<file path="config.mk">
export PLATFORM = sky130hd
export DESIGN_NAME = wav_dfi_phy_hs_resp_flat
export DESIGN_NICKNAME = d
export VERILOG_FILES = /design/src/rtl/wav_dfi_phy_pkg.sv /design/src/rtl/wav_dfi_phy_hs_resp_if.sv /design/src/rtl/wav_dfi_lp_resp.sv /design/src/rtl/wav_dfi_phy_hs_resp.sv /design/src/flat_wrapper.sv
export SDC_FILE = /design/constraint.sdc
export NUM_CORES = 1
export LEC_CHECK = 0
export BUFFER_PORTS_ARGS = -buffer_cell sky130_fd_sc_hd__clkbuf_2
export CAP_MARGIN = 20
export CORE_ASPECT_RATIO = 1.75
export CORE_MARGIN = 10
export CORE_UTILIZATION = 50
export DETAILED_ROUTE_END_ITERATION = 7
export MAX_ROUTING_LAYER = met4
export PLACE_DENSITY = 0.86
export SLEW_MARGIN = 10
export SYNTH_ARGS = -nofsm -noshare
export SYNTH_HDL_FRONTEND = slang
export SYNTH_SLANG_ARGS = --single-unit
</file>
<file path="constraint.sdc">
create_clock -name clock -period 1.8 [get_ports clock]
set_input_delay 0.27 -clock clock [delete_from_list [all_inputs] [get_ports clock]]
set_output_delay 0.27 -clock clock [all_outputs]
set_load 0.1 [all_outputs]
</file>
<file path="src/rtl/wav_dfi_phy_pkg.sv">
// Shared FSM state types and default timing for the DFI PHY handshake responder.
package wav_dfi_phy_pkg;

    typedef enum logic [1:0] {HsIdle, HsWait, HsAck} hs_state_e;

    typedef enum logic [2:0] {PuIdle, PuPend, PuReq, PuHold, PuDrop} pu_state_e;

    localparam int unsigned WakeW = 6;

    localparam int unsigned LpAckDlyDef      = 2;
    localparam int unsigned CtrlupdAckDlyDef = 2;
    localparam int unsigned PhyupdHoldDef    = 16;
    localparam int unsigned TphyupdRespDef   = 32;

endpackage

</file>
<file path="src/rtl/wav_dfi_phy_hs_resp_if.sv">
// DFI low-power, ctrlupd and phyupd handshake bundle between the MC side and the PHY responder.
interface wav_dfi_phy_hs_resp_if;
    import wav_dfi_phy_pkg::*;

    logic             lp_ctrl_req;
    logic [WakeW-1:0] lp_ctrl_wakeup;
    logic             lp_ctrl_ack;
    logic             lp_data_req;
    logic [WakeW-1:0] lp_data_wakeup;
    logic             lp_data_ack;
    logic [WakeW-1:0] lp_ctrl_wakeup_q;
    logic [WakeW-1:0] lp_data_wakeup_q;
    logic             ctrlupd_req;
    logic             ctrlupd_ack;
    logic             phyupd_req;
    logic [1:0]       phyupd_type;
    logic             phyupd_ack;
    logic             upd_trig;
    logic [1:0]       upd_type_in;
    logic             upd_done;
    logic             upd_timeout;

    modport master (
        output lp_ctrl_req, lp_ctrl_wakeup, lp_data_req, lp_data_wakeup, ctrlupd_req,
        output phyupd_ack, upd_trig, upd_type_in,
        input  lp_ctrl_ack, lp_data_ack, lp_ctrl_wakeup_q, lp_data_wakeup_q, ctrlupd_ack,
        input  phyupd_req, phyupd_type, upd_done, upd_timeout
    );

    modport slave (
        input  lp_ctrl_req, lp_ctrl_wakeup, lp_data_req, lp_data_wakeup, ctrlupd_req,
        input  phyupd_ack, upd_trig, upd_type_in,
        output lp_ctrl_ack, lp_data_ack, lp_ctrl_wakeup_q, lp_data_wakeup_q, ctrlupd_ack,
        output phyupd_req, phyupd_type, upd_done, upd_timeout
    );

endinterface

</file>
<file path="src/rtl/wav_dfi_lp_resp.sv">
// One DFI low-power request/ack channel: delayed ack, wakeup capture, abort on early req drop.
module wav_dfi_lp_resp
    import wav_dfi_phy_pkg::*;
#(
    parameter int unsigned AckDly = LpAckDlyDef
) (
    input  logic             clock,
    input  logic             reset,
    input  logic             req,
    input  logic [WakeW-1:0] wakeup,
    input  logic             accept_ok,
    output logic             ack,
    output logic [WakeW-1:0] wakeup_q,
    output logic             idle
);

    localparam int unsigned     CntW    = $clog2(AckDly + 1);
    localparam logic [CntW-1:0] CntLast = CntW'(AckDly - 1);
    localparam logic [CntW-1:0] CntMax  = CntW'(AckDly);

    hs_state_e        state_q, state_d;
    logic [CntW-1:0]  cnt_q, cnt_d;
    logic             ack_d;
    logic [WakeW-1:0] wakeup_d;

    always_comb begin
        state_d  = state_q;
        cnt_d    = cnt_q;
        ack_d    = ack;
        wakeup_d = wakeup_q;
        unique case (state_q)
            HsIdle: begin
                if (req && accept_ok) begin
                    state_d = HsWait;
                    cnt_d   = '0;
                end
            end
            HsWait: begin
                if (!req) begin
                    state_d = HsIdle;
                    cnt_d   = '0;
                end else if (cnt_q == CntLast) begin
                    state_d  = HsAck;
                    ack_d    = 1'b1;
                    wakeup_d = wakeup;
                end else if (cnt_q != CntMax) begin
                    cnt_d = cnt_q + 1'b1;
                end
            end
            HsAck: begin
                if (!req) begin
                    state_d = HsIdle;
                    ack_d   = 1'b0;
                end
            end
            default: begin
                state_d = HsIdle;
                ack_d   = 1'b0;
            end
        endcase
    end

    always_ff @(posedge clock) begin
        if (reset) begin
            state_q  <= HsIdle;
            cnt_q    <= '0;
            ack      <= 1'b0;
            wakeup_q <= '0;
        end else begin
            state_q  <= state_d;
            cnt_q    <= cnt_d;
            ack      <= ack_d;
            wakeup_q <= wakeup_d;
        end
    end

    assign idle = (state_q == HsIdle);

endmodule

</file>
<file path="src/rtl/wav_dfi_phy_hs_resp.sv">
// DFI PHY-side handshake responder: two LP channels, MC ctrlupd and PHY-initiated phyupd.
module wav_dfi_phy_hs_resp
    import wav_dfi_phy_pkg::*;
#(
    parameter int unsigned LP_ACK_DLY      = LpAckDlyDef,
    parameter int unsigned CTRLUPD_ACK_DLY = CtrlupdAckDlyDef,
    parameter int unsigned PHYUPD_HOLD     = PhyupdHoldDef,
    parameter int unsigned TPHYUPD_RESP    = TphyupdRespDef
) (
    input logic                  clock,
    input logic                  reset,
    wav_dfi_phy_hs_resp_if.slave hs
);

    localparam int unsigned      CuW     = $clog2(CTRLUPD_ACK_DLY + 1);
    localparam logic [CuW-1:0]   CuLast  = CuW'(CTRLUPD_ACK_DLY - 1);
    localparam logic [CuW-1:0]   CuMax   = CuW'(CTRLUPD_ACK_DLY);
    localparam int unsigned      WcntW   = $clog2(TPHYUPD_RESP + 1);
    localparam logic [WcntW-1:0] WcntLst = WcntW'(TPHYUPD_RESP - 1);
    localparam logic [WcntW-1:0] WcntMax = WcntW'(TPHYUPD_RESP);
    localparam int unsigned      HcntW   = $clog2(PHYUPD_HOLD + 1);
    localparam logic [HcntW-1:0] HcntLst = HcntW'(PHYUPD_HOLD - 1);
    localparam logic [HcntW-1:0] HcntMax = HcntW'(PHYUPD_HOLD);

    logic lp_ctrl_idle, lp_data_idle;
    logic phy_free, phy_go, accept_ok;

    hs_state_e      cu_state_q, cu_state_d;
    logic [CuW-1:0] cu_cnt_q, cu_cnt_d;
    logic           cu_ack_q, cu_ack_d;

    pu_state_e        pu_state_q, pu_state_d;
    logic [WcntW-1:0] wcnt_q, wcnt_d;
    logic [HcntW-1:0] hcnt_q, hcnt_d;
    logic             pend_q, pend_d;
    logic [1:0]       pend_type_q, pend_type_d;
    logic             phyupd_req_q, phyupd_req_d;
    logic [1:0]       phyupd_type_q, phyupd_type_d;
    logic             upd_done_q, upd_done_d;
    logic             upd_timeout_q, upd_timeout_d;

    // PEND still admits MC requests, otherwise a held ctrlupd_req would deadlock PEND->REQ.
    // On the cycle the PHY update launches, it wins over new LP/ctrlupd requests.
    assign phy_free  = (pu_state_q == PuIdle) || (pu_state_q == PuPend);
    assign phy_go    = (pu_state_q == PuPend) && lp_ctrl_idle && lp_data_idle &&
                       (cu_state_q == HsIdle) && !hs.ctrlupd_req;
    assign accept_ok = phy_free && !phy_go;

    wav_dfi_lp_resp #(.AckDly(LP_ACK_DLY)) u_lp_ctrl (
        .clock     (clock),
        .reset     (reset),
        .req       (hs.lp_ctrl_req),
        .wakeup    (hs.lp_ctrl_wakeup),
        .accept_ok (accept_ok),
        .ack       (hs.lp_ctrl_ack),
        .wakeup_q  (hs.lp_ctrl_wakeup_q),
        .idle      (lp_ctrl_idle)
    );

    wav_dfi_lp_resp #(.AckDly(LP_ACK_DLY)) u_lp_data (
        .clock     (clock),
        .reset     (reset),
        .req       (hs.lp_data_req),
        .wakeup    (hs.lp_data_wakeup),
        .accept_ok (accept_ok),
        .ack       (hs.lp_data_ack),
        .wakeup_q  (hs.lp_data_wakeup_q),
        .idle      (lp_data_idle)
    );

    always_comb begin
        cu_state_d = cu_state_q;
        cu_cnt_d   = cu_cnt_q;
        cu_ack_d   = cu_ack_q;
        unique case (cu_state_q)
            HsIdle: begin
                if (hs.ctrlupd_req && accept_ok) begin
                    cu_state_d = HsWait;
                    cu_cnt_d   = '0;
                end
            end
            HsWait: begin
                if (!hs.ctrlupd_req) begin
                    cu_state_d = HsIdle;
                    cu_cnt_d   = '0;
                end else if (cu_cnt_q == CuLast) begin
                    cu_state_d = HsAck;
                    cu_ack_d   = 1'b1;
                end else if (cu_cnt_q != CuMax) begin
                    cu_cnt_d = cu_cnt_q + 1'b1;
                end
            end
            HsAck: begin
                if (!hs.ctrlupd_req) begin
                    cu_state_d = HsIdle;
                    cu_ack_d   = 1'b0;
                end
            end
            default: begin
                cu_state_d = HsIdle;
                cu_ack_d   = 1'b0;
            end
        endcase
    end

    always_comb begin
        pu_state_d    = pu_state_q;
        wcnt_d        = wcnt_q;
        hcnt_d        = hcnt_q;
        pend_d        = pend_q;
        pend_type_d   = pend_type_q;
        phyupd_req_d  = phyupd_req_q;
        phyupd_type_d = phyupd_type_q;
        upd_done_d    = 1'b0;
        upd_timeout_d = upd_timeout_q;
        unique case (pu_state_q)
            PuIdle: begin
                if (pend_q) pu_state_d = PuPend;
            end
            PuPend: begin
                if (phy_go) begin
                    pu_state_d    = PuReq;
                    phyupd_req_d  = 1'b1;
                    phyupd_type_d = pend_type_q;
                    wcnt_d        = '0;
                    pend_d        = 1'b0;
                end
            end
            PuReq: begin
                if (hs.phyupd_ack) begin
                    pu_state_d = PuHold;
                    hcnt_d     = '0;
                end else begin
                    if (wcnt_q != WcntMax) wcnt_d = wcnt_q + 1'b1;
                    if (wcnt_q >= WcntLst) upd_timeout_d = 1'b1;
                end
            end
            PuHold: begin
                if (hcnt_q == HcntLst) begin
                    pu_state_d   = PuDrop;
                    phyupd_req_d = 1'b0;
                end else if (hcnt_q != HcntMax) begin
                    hcnt_d = hcnt_q + 1'b1;
                end
            end
            PuDrop: begin
                if (!hs.phyupd_ack) begin
                    pu_state_d = PuIdle;
                    upd_done_d = 1'b1;
                end
            end
            default: begin
                pu_state_d   = PuIdle;
                phyupd_req_d = 1'b0;
            end
        endcase
        // A new trigger overrides the clear on launch so back-to-back requests are not lost.
        if (hs.upd_trig) begin
            pend_d      = 1'b1;
            pend_type_d = hs.upd_type_in;
        end
    end

    always_ff @(posedge clock) begin
        if (reset) begin
            cu_state_q    <= HsIdle;
            cu_cnt_q      <= '0;
            cu_ack_q      <= 1'b0;
            pu_state_q    <= PuIdle;
            wcnt_q        <= '0;
            hcnt_q        <= '0;
            pend_q        <= 1'b0;
            pend_type_q   <= '0;
            phyupd_req_q  <= 1'b0;
            phyupd_type_q <= '0;
            upd_done_q    <= 1'b0;
            upd_timeout_q <= 1'b0;
        end else begin
            cu_state_q    <= cu_state_d;
            cu_cnt_q      <= cu_cnt_d;
            cu_ack_q      <= cu_ack_d;
            pu_state_q    <= pu_state_d;
            wcnt_q        <= wcnt_d;
            hcnt_q        <= hcnt_d;
            pend_q        <= pend_d;
            pend_type_q   <= pend_type_d;
            phyupd_req_q  <= phyupd_req_d;
            phyupd_type_q <= phyupd_type_d;
            upd_done_q    <= upd_done_d;
            upd_timeout_q <= upd_timeout_d;
        end
    end

    assign hs.ctrlupd_ack = cu_ack_q;
    assign hs.phyupd_req  = phyupd_req_q;
    assign hs.phyupd_type = phyupd_type_q;
    assign hs.upd_done    = upd_done_q;
    assign hs.upd_timeout = upd_timeout_q;

endmodule

</file>
<file path="src/flat_wrapper.sv">
// flat-port wrapper written by rule: the top's interface ports become plain ports
module wav_dfi_phy_hs_resp_flat import wav_dfi_phy_pkg::*;
#(
    parameter int unsigned LP_ACK_DLY      = LpAckDlyDef,
    parameter int unsigned CTRLUPD_ACK_DLY = CtrlupdAckDlyDef,
    parameter int unsigned PHYUPD_HOLD     = PhyupdHoldDef,
    parameter int unsigned TPHYUPD_RESP    = TphyupdRespDef
)
  (clock, reset, hs_lp_ctrl_req, hs_lp_ctrl_wakeup, hs_lp_data_req, hs_lp_data_wakeup, hs_ctrlupd_req, hs_phyupd_ack, hs_upd_trig, hs_upd_type_in, hs_lp_ctrl_ack, hs_lp_data_ack, hs_lp_ctrl_wakeup_q, hs_lp_data_wakeup_q, hs_ctrlupd_ack, hs_phyupd_req, hs_phyupd_type, hs_upd_done, hs_upd_timeout);
  wav_dfi_phy_hs_resp_if hs_i ();
  input logic clock;
  input logic reset;
  input wire logic [$bits(hs_i.lp_ctrl_req)-1:0] hs_lp_ctrl_req;
  input wire logic [$bits(hs_i.lp_ctrl_wakeup)-1:0] hs_lp_ctrl_wakeup;
  input wire logic [$bits(hs_i.lp_data_req)-1:0] hs_lp_data_req;
  input wire logic [$bits(hs_i.lp_data_wakeup)-1:0] hs_lp_data_wakeup;
  input wire logic [$bits(hs_i.ctrlupd_req)-1:0] hs_ctrlupd_req;
  input wire logic [$bits(hs_i.phyupd_ack)-1:0] hs_phyupd_ack;
  input wire logic [$bits(hs_i.upd_trig)-1:0] hs_upd_trig;
  input wire logic [$bits(hs_i.upd_type_in)-1:0] hs_upd_type_in;
  output wire logic [$bits(hs_i.lp_ctrl_ack)-1:0] hs_lp_ctrl_ack;
  output wire logic [$bits(hs_i.lp_data_ack)-1:0] hs_lp_data_ack;
  output wire logic [$bits(hs_i.lp_ctrl_wakeup_q)-1:0] hs_lp_ctrl_wakeup_q;
  output wire logic [$bits(hs_i.lp_data_wakeup_q)-1:0] hs_lp_data_wakeup_q;
  output wire logic [$bits(hs_i.ctrlupd_ack)-1:0] hs_ctrlupd_ack;
  output wire logic [$bits(hs_i.phyupd_req)-1:0] hs_phyupd_req;
  output wire logic [$bits(hs_i.phyupd_type)-1:0] hs_phyupd_type;
  output wire logic [$bits(hs_i.upd_done)-1:0] hs_upd_done;
  output wire logic [$bits(hs_i.upd_timeout)-1:0] hs_upd_timeout;
  assign hs_i.lp_ctrl_req = hs_lp_ctrl_req;
  assign hs_i.lp_ctrl_wakeup = hs_lp_ctrl_wakeup;
  assign hs_i.lp_data_req = hs_lp_data_req;
  assign hs_i.lp_data_wakeup = hs_lp_data_wakeup;
  assign hs_i.ctrlupd_req = hs_ctrlupd_req;
  assign hs_i.phyupd_ack = hs_phyupd_ack;
  assign hs_i.upd_trig = hs_upd_trig;
  assign hs_i.upd_type_in = hs_upd_type_in;
  assign hs_lp_ctrl_ack = hs_i.lp_ctrl_ack;
  assign hs_lp_data_ack = hs_i.lp_data_ack;
  assign hs_lp_ctrl_wakeup_q = hs_i.lp_ctrl_wakeup_q;
  assign hs_lp_data_wakeup_q = hs_i.lp_data_wakeup_q;
  assign hs_ctrlupd_ack = hs_i.ctrlupd_ack;
  assign hs_phyupd_req = hs_i.phyupd_req;
  assign hs_phyupd_type = hs_i.phyupd_type;
  assign hs_upd_done = hs_i.upd_done;
  assign hs_upd_timeout = hs_i.upd_timeout;
  wav_dfi_phy_hs_resp #(.LP_ACK_DLY(LP_ACK_DLY), .CTRLUPD_ACK_DLY(CTRLUPD_ACK_DLY), .PHYUPD_HOLD(PHYUPD_HOLD), .TPHYUPD_RESP(TPHYUPD_RESP)) u_core (.clock(clock), .reset(reset), .hs(hs_i));
endmodule
</file>
# Word level (Yosys, flattened, before mapping)
# Index checks and enable logic that the tools add are counted.
# word_totals
register_bits	49
in_bits	21
out_inout_bits	20
wordCells	186
# classes
n_addsub	5
order_cmp	1
n_eq_ne	49
muxes	63
bitwise_logic	6
reduce_logical	42
# op_table
op	n
$mux W2	24
$ne A2 B2 Y1 const B	18
$reduce_and A4 Y1	8
$ne A3 B3 Y1 const B	7
$reduce_and A3 Y1	7
$mux W6	3
$pmux W2 S3	3
$mux W1	15
$mux W3	5
$mux W5	3
$pmux W3 S5	1
$reduce_bool A2 Y1	7
$eq A2 B1 Y1 const B	6
$ne A2 B1 Y1 const B	6
$pmux W1 S3	4
$pmux W2 S2	3
$pmux W6 S2	1
$pmux W5 S2	1
$logic_and A1 B1 Y1	8
$add A2 B1 Y2 const B	3
$add A6 B1 Y6 const B	1
$eq A2 B2 Y1 const B	3
$eq A3 B2 Y1 const B	2
$ge A6 B5 Y1 const B	1
16 further kinds	26

# Depth between registers and ports, before layout
# Gate-level depths: netlist of run 1.
# depth
ltp_word	10
ltp_mapped	7
depth_no_buf	7

# By module
# Synthesis of run 1 repeated with hierarchy kept, for this count alone.
# unflattened
cells_unflattened	275
area_unflattened_um2	2546.2
# modules_own_cells
module	instances	cells_per_inst	area_each_um2
wav_dfi_phy_hs_resp	1	165	1435.1
wav_dfi_lp_resp	2	55	555.5

# Worst setup path before layout of run 1
# Ideal clock, no wire load.
# synth_timing
path_type	flip-flop to flip-flop
from	register u_core.hcnt_q[0]
to	register u_core.hcnt_q[3]
setup_ps	70
arrival_time_ps	1768
t_required_ps	1730
path_slack_ps	-39
stages_incl_launch_ff	8
path_buffers	0
synth_period_minus_slack_ps	1839
path_cell_list	dfxtp_1 > ha_1 > and3_1 > ha_1 > nor2b_1 > nand4_1 > or4_1 > a21oi_1
# synth_between
elab_chain_len	4
word_cells_on_any_way	9
classes_between	add/sub (1); eq/ne (4); mux (3); reduce/logical (1)
# synth_lines
element	line_no	text
from (decl)	wav_dfi_phy_hs_resp.sv:34	logic [HcntW-1:0] hcnt_q, hcnt_d;
from (signal assigned)	wav_dfi_phy_hs_resp.sv:184	hcnt_q <= hcnt_d;
$add A5 B1 Y5	wav_dfi_phy_hs_resp.sv:143	hcnt_d = hcnt_q + 1'b1;
$mux W5	wav_dfi_phy_hs_resp.sv:142	end else if (hcnt_q != HcntMax) begin
$mux W5	wav_dfi_phy_hs_resp.sv:139	if (hcnt_q == HcntLst) begin
$pmux W5 S2	wav_dfi_phy_hs_resp.sv:116	unique case (pu_state_q)
# Parallel ways exist; a longest one is shown, timed or not. The select of a mux whose other input is x is not followed.
# A chain may end at the register's enable or synchronous reset.

# Final worst setup path of run 1
# layout_timing
from	register u_core.pu_state_q[0]
to	register u_core.wcnt_q[5]
# layout_between
elab_chain_len	7
word_cells_on_any_way	12
classes_between	eq/ne (5); mux (1); reduce/logical (6)
# layout_lines
element	line_no	text
from (decl)	wav_dfi_phy_hs_resp.sv:32	pu_state_e pu_state_q, pu_state_d;
from (signal assigned)	wav_dfi_phy_hs_resp.sv:169	pu_state_q <= PuIdle;
from (signal assigned)	wav_dfi_phy_hs_resp.sv:182	pu_state_q <= pu_state_d;
$eq A3 B1 Y1	wav_dfi_phy_hs_resp.sv:45, wav_dfi_phy_hs_resp.sv:116	
$logic_and A1 B1 Y1 (3 in series)	wav_dfi_phy_hs_resp.sv:45	assign phy_go = (pu_state_q == PuPend) && lp_ctrl_idle && lp_data_idle &&
$logic_and A1 B1 Y1	wav_dfi_phy_hs_resp.sv:46	(cu_state_q == HsIdle) && !hs.ctrlupd_req;
$ne A2 B1 Y1 (no source line)	-	
$reduce_and A4 Y1 (no source line)	-	
to (signal assigned)	wav_dfi_phy_hs_resp.sv:183	wcnt_q <= wcnt_d;
to (decl)	wav_dfi_phy_hs_resp.sv:33	logic [WcntW-1:0] wcnt_q, wcnt_d;
# Parallel ways exist; a longest one is shown, timed or not.

==> results of run 1 <==
## per-stage QoR
| stage | util (%) | area [um2] | total power, mW | hold WS [ns] | setup WS [ns] |
|---|---|---|---|---|---|
| after global placement | 59.61 | 2781 | 1.398 | 0.4393 | 0.05083 |
| after detailed placement | 59.61 | 2781 | 1.408 | 0.4521 | -0.02551 |
| after floorplan | - | 2409 | 1.308 | 0.3472 | 0.02811 |
| after CTS | 62.13 | 2899 | 2.056 | 0.1866 | 0.007542 |
| after global routing | 63.96 | 2984 | 2.144 | 0.1830 | -0.02143 |
| final | 63.96 | 2984 | 2.070 | 0.1849 | 0.05788 |
## final cells by class
class	instances	area share [%]
flip-flops and latches	49	33.12
multi-input cells	192	46.42
well taps	52	2.180
repair buffers	64	12.75
clock inverters	3	0.7128
inverters	20	2.516
clock buffers	5	2.306
## timing repair
item,in CTS,in global routing
resized for setup,6,18
pin swaps,3,8
cloned,0,0
endpoints found under the setup margin,7,9
buffers inserted,1,1
## final timing paths
kind                                       startpoint                           end  slack [ns]  cells past startpoint
worst max-delay path             u_core.pu_state_q[0]              u_core.wcnt_q[5]        0.06                      4
worst max register to register   u_core.pu_state_q[0]              u_core.wcnt_q[5]        0.06                      4
worst min register to register  u_core.pend_type_q[0]      u_core.hs.phyupd_type[0]        0.47                      2
worst min-delay path             hs_lp_ctrl_wakeup[3]  u_core.u_lp_ctrl.wakeup_q[3]        0.18                      3
## kinds of logic after synthesis
kind of cell	count (synthesis)
flops	49
fa+ha+maj	11
simple gates	102
compound gates	59
buf+inv	34
mux	20
## power breakdown
part,switching (mW),internal [mW]
registers,0.0190,1.10
clock network,0.389,0.276
logic,0.165,0.118
## worst min-delay path, cell delays in order
cell and delay [ns]:
clkbuf_2 0.07, mux2i_1 0.05, nor2_1 0.07
## per-layer routing
| metal | track usage, % | up-vias | wire [um] |
|---|---|---|---|
| met3 | 3.556 | 18 | 261 |
| li1 | - | 1090 | - |
| met4 | 5.216 | 0 | 138 |
| met2 | 28.00 | 62 | 3489 |
| met1 | 14.38 | 1060 | 2232 |
| met5 | - | - | 0 |
## sequential cells by signal (all words and copies together) (netlist names), 2 cells and up
signal	count
u_core.hcnt_q	5
u_core.wcnt_q	6
u_core.u_lp_ctrl.wakeup_q	6
u_core.pu_state_q	3
u_core.u_lp_data.wakeup_q	6
u_core.pend_type_q	2
u_core.cu_cnt_q	2
u_core.cu_state_q	2
u_core.u_lp_data.cnt_q	2
u_core.hs.phyupd_type	2
u_core.u_lp_data.state_q	2
u_core.u_lp_ctrl.state_q	2
u_core.u_lp_ctrl.cnt_q	2
## placed cells by master (no fill, tap or decap), drive strengths merged, types with 9 or more instances in the layout
master	netlist	layout
dfxtp	49	49
buf	6	24
mux2i	18	18
clkbuf	8	45
ha	11	11
inv	20	21
nor3	9	9
nor2	29	29
nand2b	9	9
nand2	16	16
a21oi	22	22
o21ai	13	13
==> impl_metrics.tcl, run 1 <==
set metrics [dict create \
    antenna_found_initial 0 \
    fp-row-count 33 \
    grt_first_pass_wirelength_um 9887 \
    hold_class "primary input to register" \
    async_flop_share_pct 0 \
    grt_overflow 0 \
    ant_nets 0 \
    slew-limit-headroom_pct 58.55 \
    synth_cell_type_count 36 \
    leakagePower_nw 1.254 \
    syn_to_final_growth_pct 24.15 \
    cellPowerDensity_nw_per_um2 693.7 \
    syn_inst 275 \
    vias_per_cell 5.792 \
    clk_pin_slew_ns 0.10 \
    instances_no_fill 385 \
    worstSetupEndpointType "register" \
    dieArea_um2 8090 \
    post-route-period-util_pct 96.78 \
    fmaxAchievable_ghz 0.5740 \
    slowest_delay_ns 0.54 \
    path_buf_inv 0 \
    synthMuxAreaShare_pct 8.433 \
    worst-path-max-fanout 5 \
    synthTopCellsByCount "49 x dfxtp_1, 29 x nor2_1, 22 x a21oi_1" \
    globalplace.congestion 0.8749 \
    n_fill_cell 390 \
    synth_top_family_by_area "simple AND/OR/NAND/NOR gates" \
    drive_gt1_share_pct 29.43 \
    period_needed_ns 1.742 \
    final_nets 364 \
    core_area_um2 4666 \
    cts_tree "built" \
    yosysMostFrequentCell "dfxtp_1" \
    dr.pass1.iters 4 \
    grt_pass1_vias 2178 \
    ys_seq_area_share_pct 40.81 \
    worstSetupPathType "register to register" \
    slew_viol_final 0 \
    worst_slew_pin_slew_ns 0.6189 \
    diodes 0 \
    hpwl_um 4503 \
    syn_nets 307 \
    status "completed" \
    path_cells "or4b_4 > a31o_4 > a2111oi_4 > mux2i_1" \
    synth_enable_flop_cells 0 \
    synth_ff_type "dfxtp_1" \
    netlist.area_leader.share_pct 40.81 \
    maxCapViolCount 0 \
    place_inst 375 \
    die_x_um 72.41 \
    netlist.top_cell.by_area "dfxtp_1" \
    synthAdderAreaFrac_pct 5.726 \
    setup_viol 0 \
    initial_core_util_pct 51.52 \
    final.setup.tns_ns 0 \
    synth.area.top_cells "dfxtp_1 41%, mux2i_1 7.5%, ha_1 5.7%" \
    ctsHoldBuffers 0 \
    fin_skew_ns 0.008855 \
    netlist_area_um2 2404 \
    multiInputGateArea_um2 1385 \
    synth-compound-area-share_pct 16.92 \
    wl_per_cell_um 15.90 \
    clockBufferDepth 2 \
    arrival_ns 1.98 \
    path_delay_family "compound AO/OA/AOI/OAI gates" \
    htreeDepth 2 \
    pin_count 41 \
    clock_sinks 49 \
    track_usage_pct 15.08 \
    ir_worst_vdd_mv 0.7568 \
    drt-initial-drc-count 222 \
    synth_seq_cells 49 \
    io_buffers 40 \
    drc 0 \
    hold_viol_final 0 \
    yosysWarningCount 0 \
    crit_path_start_kind "register" \
    insertion_delay_ns 0.31 \
    grt_max_degree 25 \
    fp.dieH_um 111.7 \
    cts_buffers 5 \
    required_ns 2.04 \
    synth-simple-area-share_pct 22.59 \
    clockRootBuffer "clkbuf_8" \
    critPathSlowestCell "or4b_4" \
    seq_area_um2 988.4 \
    vias 2230 \
    drt-total-wl_um 6121 \
    avgSynthCellArea_um2 8.740 \
    yosys.area_share.xor_xnor_pct 0 \
]
Note: power is estimated with default switching activity, not from simulation.
==> inputs of run 2 (changes only) <==
--- a/config.mk
+++ b/config.mk
@@ -11,7 +11,6 @@
 export CORE_MARGIN = 10
 export CORE_UTILIZATION = 50
 export DETAILED_ROUTE_END_ITERATION = 7
-export MAX_ROUTING_LAYER = met4
 export PLACE_DENSITY = 0.86
 export SLEW_MARGIN = 10
 export SYNTH_ARGS = -nofsm -noshare
==> impl_metrics.tcl, run 2 (synthesized netlist as in run 1, its figures left out) <==
set metrics [dict create \
    ir_worst_vdd_mv 0.7554 \
    final_common_cell "dfxtp_1" \
    maxCapViolCount 0 \
    fin_skew_ns 0.007355 \
    grt_util_met2_pct 28.24 \
    globalplace.congestion 0.8611 \
    drc 0 \
    place_inst 375 \
    pin_count 41 \
    die_x_um 72.41 \
    status "completed" \
    worst_slack_ns 0.05952 \
    clockBufferDepth 2 \
    crit_path_start_kind "register" \
    diodes 0 \
    dpl_cell_area_um2 2781 \
    cts_tree "built" \
    drt-initial-drc-count 186 \
    leakagePower_nw 1.254 \
    hpwl_um 4503 \
    reg_top3 "u_core.u_lp_ctrl.wakeup_q (6), u_core.u_lp_data.wakeup_q (6), u_core.wcnt_q (6)" \
    worstSetupPathType "register to register" \
    final_nets 364 \
    drive_gt1_share_pct 29.43 \
    post-place-ws_ns -0.02551 \
    period_needed_ns 1.740 \
    instances_no_fill 385 \
    dieArea_um2 8090 \
    hold_class "primary input to register" \
    slew-limit-headroom_pct 59.35 \
    worst-path-max-fanout 5 \
    initial_core_util_pct 51.52 \
    io_buffers 40 \
    fin_util_pct 63.96 \
    clockRootBuffer "clkbuf_8" \
    n_fill_cell 390 \
    grt_max_degree 25 \
    dr.pass1.iters 4 \
    clock_sinks 49 \
    vias 2221 \
    required_ns 2.04 \
    fin_area_um2 2984 \
    grt_pass1_vias 2181 \
    syn_to_final_growth_pct 24.15 \
    fp-row-count 33 \
    multiInputGateArea_um2 1385 \
    cellPowerDensity_nw_per_um2 692.2 \
    seq_area_um2 988.4 \
    core_area_um2 4666 \
    post-route-period-util_pct 96.69 \
    drt-total-wl_um 6064 \
    setup_viol 0 \
    cts_buffers 5 \
    top_usage_layer "met2" \
    hold_viol_final 0 \
    ctsHoldBuffers 0 \
    htreeDepth 2 \
    worst_slew_pin_slew_ns 0.6069 \
    grtUsageMet3_pct 3.911 \
    clk_pin_slew_ns 0.10 \
    final_cell_mix "45 x dfxtp_1, 40 x clkbuf_2, 29 x nor2_1" \
    slew_viol_final 0 \
    insertion_delay_ns 0.31 \
    ant_nets 0 \
    grt_first_pass_wirelength_um 9860 \
    grt_overflow 0 \
    track_usage_pct 14.64 \
    fp.dieH_um 111.7 \
    arrival_ns 1.98 \
    wl_per_cell_um 15.75 \
    total_power_mw 2.066 \
    antenna_found_initial 0 \
    worstSetupEndpointType "register" \
    fmaxAchievable_ghz 0.5746 \
    grt_use_met1_pct 13.86 \
    vias_per_cell 5.769 \
]
[run 2: cell counts in the layout (fill, tap and decap cells not counted)]
No cell type changed its count.
[run 2: report_power, final]
part | internal [mW] | leakage (nW) | total [mW] | switching [mW]
Sequential | 1.10 | 0.399 | 1.12 | 0.0190
Clock | 0.276 | 0.0445 | 0.661 | 0.385
Combinational | 0.118 | 0.811 | 0.282 | 0.164
[run 2: critical path, cell delays in order (launching register included)]
cell,delay [ns]
dfxtp_2,0.35
or4b_4,0.54
a31o_4,0.26
a2111oi_4,0.30
mux2i_1,0.22
[run 2: cell type report]
type / instances / share of cell area, %
Inverter: 20 / 2.516
Sequential cell: 49 / 33.12
Timing Repair Buffer: 64 / 12.75
Clock buffer: 5 / 2.306
Clock inverter: 3 / 0.7128
Tap cell: 52 / 2.180
Multi-Input combinational cell: 192 / 46.42
[run 2: layer usage]
layer / wire length, um / vias to the layer above
met5: 0 / -
met4: 162 / 0
met3: 286 / 17
met2: 3446 / 56
met1: 2168 / 1063
li1: - / 1085
[run 2: final timing paths]
path	start	endpoint	slack, ns	cells after the start
worst max-delay path	u_core.pu_state_q[0]	u_core.wcnt_q[5]	0.06	4
worst min-delay path	hs_lp_ctrl_wakeup[3]	u_core.u_lp_ctrl.wakeup_q[3]	0.19	3
worst max register to register	u_core.pu_state_q[0]	u_core.wcnt_q[5]	0.06	4
worst min register to register	u_core.pend_type_q[0]	u_core.hs.phyupd_type[0]	0.47	2
[run 2: stage by stage]
step	hold slack, ns	TNS (ns)
finish	0.1868	0
global route	0.1853	-0.02077
CTS	0.1866	0
detailed placement	0.4521	-0.04179
global placement	0.4393	0
floorplan	0.3472	0
[run 2: timing repair]
item | in CTS | in global routing
endpoints found under the setup margin | 7 | 9
pin swaps | 3 | 8
resized for setup | 6 | 18
setup buffers | 1 | 1
